==> config.mk <==
export PLATFORM = sky130hd
export DESIGN_NAME = pipelined_segment_adder
export DESIGN_NICKNAME = d
export VERILOG_FILES = /design/src/rtl/pipelined_segment_adder.sv
export SDC_FILE = /design/constraint.sdc
export NUM_CORES = 1
export LEC_CHECK = 0
export BUFFER_PORTS_ARGS = -buffer_cell sky130_fd_sc_hd__buf_4
export CORE_ASPECT_RATIO = 0.6
export CORE_UTILIZATION = 40
export CTS_BUF_LIST = sky130_fd_sc_hd__clkbuf_4 sky130_fd_sc_hd__clkbuf_8
export CTS_CLUSTER_SIZE = 40
export DETAILED_ROUTE_END_ITERATION = 6
export PLACE_DENSITY = 0.7
export SETUP_SLACK_MARGIN = 0.3
export SLEW_MARGIN = 20
export SYNTH_ARGS = -nofsm -noshare
export SYNTH_HDL_FRONTEND = slang
export SYNTH_SLANG_ARGS = --single-unit
==> constraint.sdc <==
create_clock -name clk -period 12.78 [get_ports clk]
set_input_delay 0.639 -clock clk [delete_from_list [all_inputs] [get_ports clk]]
set_output_delay 0.639 -clock clk [all_outputs]
set_load 0.01 [all_outputs]
==> src/rtl/pipelined_segment_adder.sv <==
// rtl/pipelined_segment_adder.sv - pipelined segmented WIDTH-bit add/subtract on a valid/ready stream
// Optional feature macro: PSA_OVERFLOW_FLAG_EN (adds out_ovf, signed overflow flag).
// Layer 0 captures the operands (b already inverted for subtract). Layer k+1 holds
// the result of carry segment k. Upper operand bits ride along in skew registers
// and finished low sum bits are forwarded, so each layer adds only SEG bits.
module pipelined_segment_adder #(
  parameter int WIDTH  = 128,
  parameter int STAGES = 4
) (
  input  logic             clk,
  input  logic             rst,
  input  logic             in_valid,
  output logic             in_ready,
  input  logic [WIDTH-1:0] in_a,
  input  logic [WIDTH-1:0] in_b,
  input  logic             in_cin,
  input  logic             in_sub,
  output logic             out_valid,
  input  logic             out_ready,
  output logic [WIDTH-1:0] out_sum,
  output logic             out_cout
`ifdef PSA_OVERFLOW_FLAG_EN
  ,
  output logic             out_ovf
`endif
);

  localparam int SEG = WIDTH / STAGES;

  // Per-layer state: valid, carry into the next segment, accumulated low sum bits.
  logic             vld_q [STAGES+1];
  logic             cy_q  [STAGES+1];
  logic [WIDTH-1:0] sum_q [STAGES+1];
  // Operand skew registers; the last adder layer consumes them, so no copy past it.
  logic [WIDTH-1:0] a_q   [STAGES];
  logic [WIDTH-1:0] b_q   [STAGES];
  // Segment k result including its carry-out in the top bit.
  logic [SEG:0]     seg_d [STAGES];
  logic             advance;

  // The whole pipe moves together; it only holds when the output is full and blocked.
  assign advance   = !vld_q[STAGES] || out_ready;
  assign in_ready  = advance;
  assign out_valid = vld_q[STAGES];
  assign out_sum   = sum_q[STAGES];
  assign out_cout  = cy_q[STAGES];

  for (genvar k = 0; k < STAGES; k++) begin : g_seg
    assign seg_d[k] = {1'b0, a_q[k][k*SEG +: SEG]}
                    + {1'b0, b_q[k][k*SEG +: SEG]}
                    + {{SEG{1'b0}}, cy_q[k]};
  end

  // Operand capture and segment-by-segment carry propagation, held on stall.
  always_ff @(posedge clk) begin
    if (rst) begin
      for (int k = 0; k <= STAGES; k++) begin
        vld_q[k] <= 1'b0;
        cy_q[k]  <= 1'b0;
        sum_q[k] <= '0;
      end
      for (int k = 0; k < STAGES; k++) begin
        a_q[k] <= '0;
        b_q[k] <= '0;
      end
    end else if (advance) begin
      vld_q[0] <= in_valid;
      // Subtract is a + ~b + 1, so the carry-in is forced and in_cin ignored.
      cy_q[0]  <= in_sub | in_cin;
      sum_q[0] <= '0;
      a_q[0]   <= in_a;
      b_q[0]   <= in_sub ? ~in_b : in_b;
      for (int k = 0; k < STAGES; k++) begin
        vld_q[k+1]                 <= vld_q[k];
        cy_q[k+1]                  <= seg_d[k][SEG];
        sum_q[k+1]                 <= sum_q[k];
        sum_q[k+1][k*SEG +: SEG]   <= seg_d[k][SEG-1:0];
      end
      for (int k = 0; k < STAGES - 1; k++) begin
        a_q[k+1] <= a_q[k];
        b_q[k+1] <= b_q[k];
      end
    end
  end

`ifdef PSA_OVERFLOW_FLAG_EN
  logic ovf_q;

  // Carry into the MSB is a^b^sum at that bit; overflow is it XOR the carry out.
  always_ff @(posedge clk) begin
    if (rst) begin
      ovf_q <= 1'b0;
    end else if (advance) begin
      ovf_q <= a_q[STAGES-1][WIDTH-1] ^ b_q[STAGES-1][WIDTH-1]
             ^ seg_d[STAGES-1][SEG-1] ^ seg_d[STAGES-1][SEG];
    end
  end

  assign out_ovf = ovf_q;
`endif

endmodule
==> flow_summary.yaml <==
detailed_routing:
  wl_per_cell_microns: 15.84
  detailedRoute.firstPassIterationCount: 7
  wl_microns: 82600
  route.detailed.vias_per_inst: 4.777
  vias: 24910
  drt-initial-drc-count: 1988
  ant_nets: 0
  post-route-drc-count: 0
timing:
  rsz0062_at_grt: "no"
  setup_viol: 0
  final_hold_viol_count: 0
  clock.fmax_mhz: 261.1
  worst_slew_margin_rel_pct: 25.51
  number_of_pins_with_negative_max_slew_slack_in_the_final_report: 0
  worst_hold_slack_ns: 0.1372
  period_minus_slack_ns: 3.830
  tightest_slew_ns: 1.117
  fin_setup_tns_ns: 0
  skew_ns: 0.03751
  fin_crit_sh_pct: 29.97
floorplanning:
  core-area_sq_um: 105600
  std_cell_rows: 92
  die_width_microns: 424.6
  num_io_pins: 393
  floorplan.die_area_sq_um: 108500
  initial_core_util_pct: 40.61
  die_height_microns: 255.6
flow_run:
  cap_viol_max_count: 0
setup_path:
  worst_ep_arrival_time_ns: 4.43
  critical_path.max_fanout: 4
  critical_path.reg2reg.endpoint: "cy_q[0][3]$_SDFFCE_PN0P_"
  setup.reg_to_reg.worst_slack_ns: 8.95
  critical_path.cell_chain: "fa_1, fa_1, a21o_1, a31oi_1, nor3_1, or4_1, a21oi_1, o211a_1, nor3_1, a41o_1"
  setup.worst_path.class: "flip-flop to flip-flop"
  slowest_stage_delay_cp_ns: 0.56
  critPathRequiredTime_ns: 13.38
  r2r-start: "cy_q[0][2]$_SDFFCE_PN0P_"
  worst_path_max_delay_cell: "or4_1"
  path_delay_family: "compound AO/OA/AOI/OAI gates"
  critical_path_buf_inv_count: 0
  cp-end-kind: "flip-flop"
  worstSetupStartpointType: "flip-flop"
  rr_worst_depth: 10
cts:
  cts-buffers-inserted: 147
  htree_levels: 4
  cts.clk_slew.worst_paths_ns: 0.06
  cts_tree: "yes"
  cts_resized: 0
  cts.path.max_buffers: 3
  insertion_delay_ns: 0.83
  holdBufCountCts: 168
  root_buf_cell: "clkbuf_8"
  cts_sinks: 970
  postCtsSetupBuffers: 0
place:
  globalplace.congestion: 0.8629
  place.detailed.hpwl_microns: 51570
  placed_area_sq_um: 47190
  portBuffers: 392
final_layout:
  layout.core_utilization_pct: 48.94
  design_area_sq_um: 51660
  flow.area_growth_from_synthesis_pct: 20.51
  drive_gt1_share_pct: 16.82
  design.final.nets: 4094
yosys:
  synth_async_sr_flop_share_pct: 0
  mappedNetlistArea_sq_um: 42860
  synth_enable_flop_cells: 970
  mappedNetlistNets: 3517
  synth_cells: 3123
  mean_area_per_synthesized_cell_sq_um: 13.73
  yosysUniqueCellTypes: 72
  synthesis.yosys.warnings: 0
  dominantRegCellSynth: "edfxtp_1"
  synth.ff_latch_count: 970
  synth_seq_area_share_pct: 67.95
power_and_ir_drop:
  irDropWorstVdd_mv: 0.07380
  leakage_component_of_the_power_nw: 22.02
  power_per_cell_area_nw_per_um2: 129.6
min_path:
  timing.hold.worst_path_depth: 3
  worstHoldStart: "in_b[44]"
  min_path_type: "input port to flip-flop"
  min_to: "b_q[0][44]$_SDFFCE_PN0P_"
global_routing:
  antenna_violations_before_repair: 7
  grt_pass1_vias: 24110
  gr-total-overflow: 0
  first_pass_grt_wire_length_microns: 128900
  grt_use_total_pct: 15.07
  grt_max_degree: 266
outcome:
  run_status: "finished clean"
==> cell usage after synthesis, drive strengths merged (16+ instances only) <==
cell type  instances  share of area (%)
and2             724                 11
o21a              16               0.28
nor3              28               0.33
nand3             28               0.33
a31oi             17               0.25
inv               34               0.30
a211oi            17               0.31
xor2              35               0.72
ha               124                3.6
xnor2            175                3.6
o21bai            18               0.32
o21ai             59               0.69
nor2             275                2.4
nand4             17               0.25
mux2i             16               0.37
nand2             94               0.82
nand2b            20               0.29
edfxtp           970                 68
clkbuf           144                1.3
a21o              65                1.1
a21oi            102                1.2
==> cells in the final DEF (no fill, tap or decap), types with 7 or more instances in the layout <==
cell type	netlist	routed
edfxtp_1	970	970
and2_1	723	723
buf_4	2	403
nor2_1	275	275
xnor2_1	175	175
dlygate4sd3_1	0	168
clkbuf_8	0	149
ha_1	124	124
a21oi_1	102	102
nand2_1	94	94
a21o_1	64	64
o21ai_0	59	59
clkinv_1	0	40
xor2_1	35	35
clkbuf_4	0	34
inv_1	33	33
nand3_1	28	28
nor3_1	28	28
nand2b_1	20	19
o21bai_1	18	18
nand4_1	17	17
a31oi_1	17	17
o21a_1	16	16
mux2i_1	16	16
a211oi_1	16	16
clkinv_2	0	11
and3_1	10	10
nor3b_1	9	9
o211ai_1	8	8
a221oi_1	8	8
fa_1	8	8
and4_1	7	7
nor2b_1	8	7
==> cell families (layout without fill, tap and decap cells) <==
| group | Yosys count | count (layout) | synth area share [%] |
|---|---|---|---|
| AOI/OAI and AO/OA | 373 | 373 | 5.867 |
| xor gates and xnor gates | 210 | 210 | 4.291 |
| adders and majority gates | 132 | 132 | 3.993 |
| buffers and inverters | 185 | 862 | 1.676 |
| DFF | 970 | 970 | 67.95 |
| muxes | 16 | 16 | 0.3736 |
| other | 0 | 5 | 0 |
| and+or+nand+nor | 1237 | 1237 | 15.84 |
==> cell type report <==
cell class | count | area (sq um)
flip-flops and latches | 970 | 29130
inverters | 34 | 127.6
clock inverters | 67 | 429.2
diodes | 5 | 12.51
fillers | 8979 | 53900
multi-input cells | 1968 | 13040
well taps | 1410 | 1764
repair buffers | 579 | 4868
clock buffers | 182 | 2292
==> power by group <==
| group | total, mW | internal, mW | switching, mW | leakage [nW] |
|---|---|---|---|---|
| sequential | 3.72 | 3.68 | 0.0462 | 11.6 |
| combinational | 0.520 | 0.258 | 0.263 | 9.02 |
| clock | 2.45 | 1.26 | 1.19 | 1.42 |
| total | 6.69 | 5.19 | 1.50 | 22.0 |
==> worst min-delay path, delay by kind of cell <==
kind | cells | cell delay, ns
AND/OR/NAND/NOR | 1 | 0.07
XOR/XNOR | 1 | 0.05
buffers and inverters | 1 | 0.08
==> how the worst max path moves through the flow <==
stage               depth (start not counted)                      from                   endpoint
finish                                     10  cy_q[0][2]$_SDFFCE_PN0P_   cy_q[0][3]$_SDFFCE_PN0P_
detailed placement                          5                 out_ready   b_q[0][58]$_SDFFCE_PN0P_
global placement                            5                 out_ready  a_q[0][495]$_SDFFCE_PN0P_
CTS                                        10  cy_q[0][2]$_SDFFCE_PN0P_   cy_q[0][3]$_SDFFCE_PN0P_
floorplan                                   2                 out_ready    a_q[0][0]$_SDFFCE_PN0P_
global route                                4    vld_q[4]$_SDFFCE_PN0P_  b_q[0][371]$_SDFFCE_PN0P_
==> stage by stage <==
stage / worst slack, ns / std cells / power [mW]
2_1_floorplan: 4.371 / 3123 / 4.081
3_3_place_gp: 8.927 / 4791 / 4.260
3_5_place_dp: 8.863 / 4791 / 4.269
4_1_cts: 9.003 / 5208 / 6.796
5_1_grt: 8.853 / 5214 / 6.982
6_report: 8.950 / 5215 / 6.694
==> registers in the layout, indices dropped and copies added (netlist names) <==
register	flops
b_q	320
sum_q	320
vld_q	5
cy_q	5
a_q	320
==> layer usage <==
layer,vias to the layer above,global-route usage (%),part of all wire [%]
met1,11830,19.84,45
met4,0,7.461,3.4
li1,12300,-,-
met3,161,3.161,5.1
met5,-,0,0
met2,626,23.69,47
No activity file was read; power rests on OpenSTA's default activity.
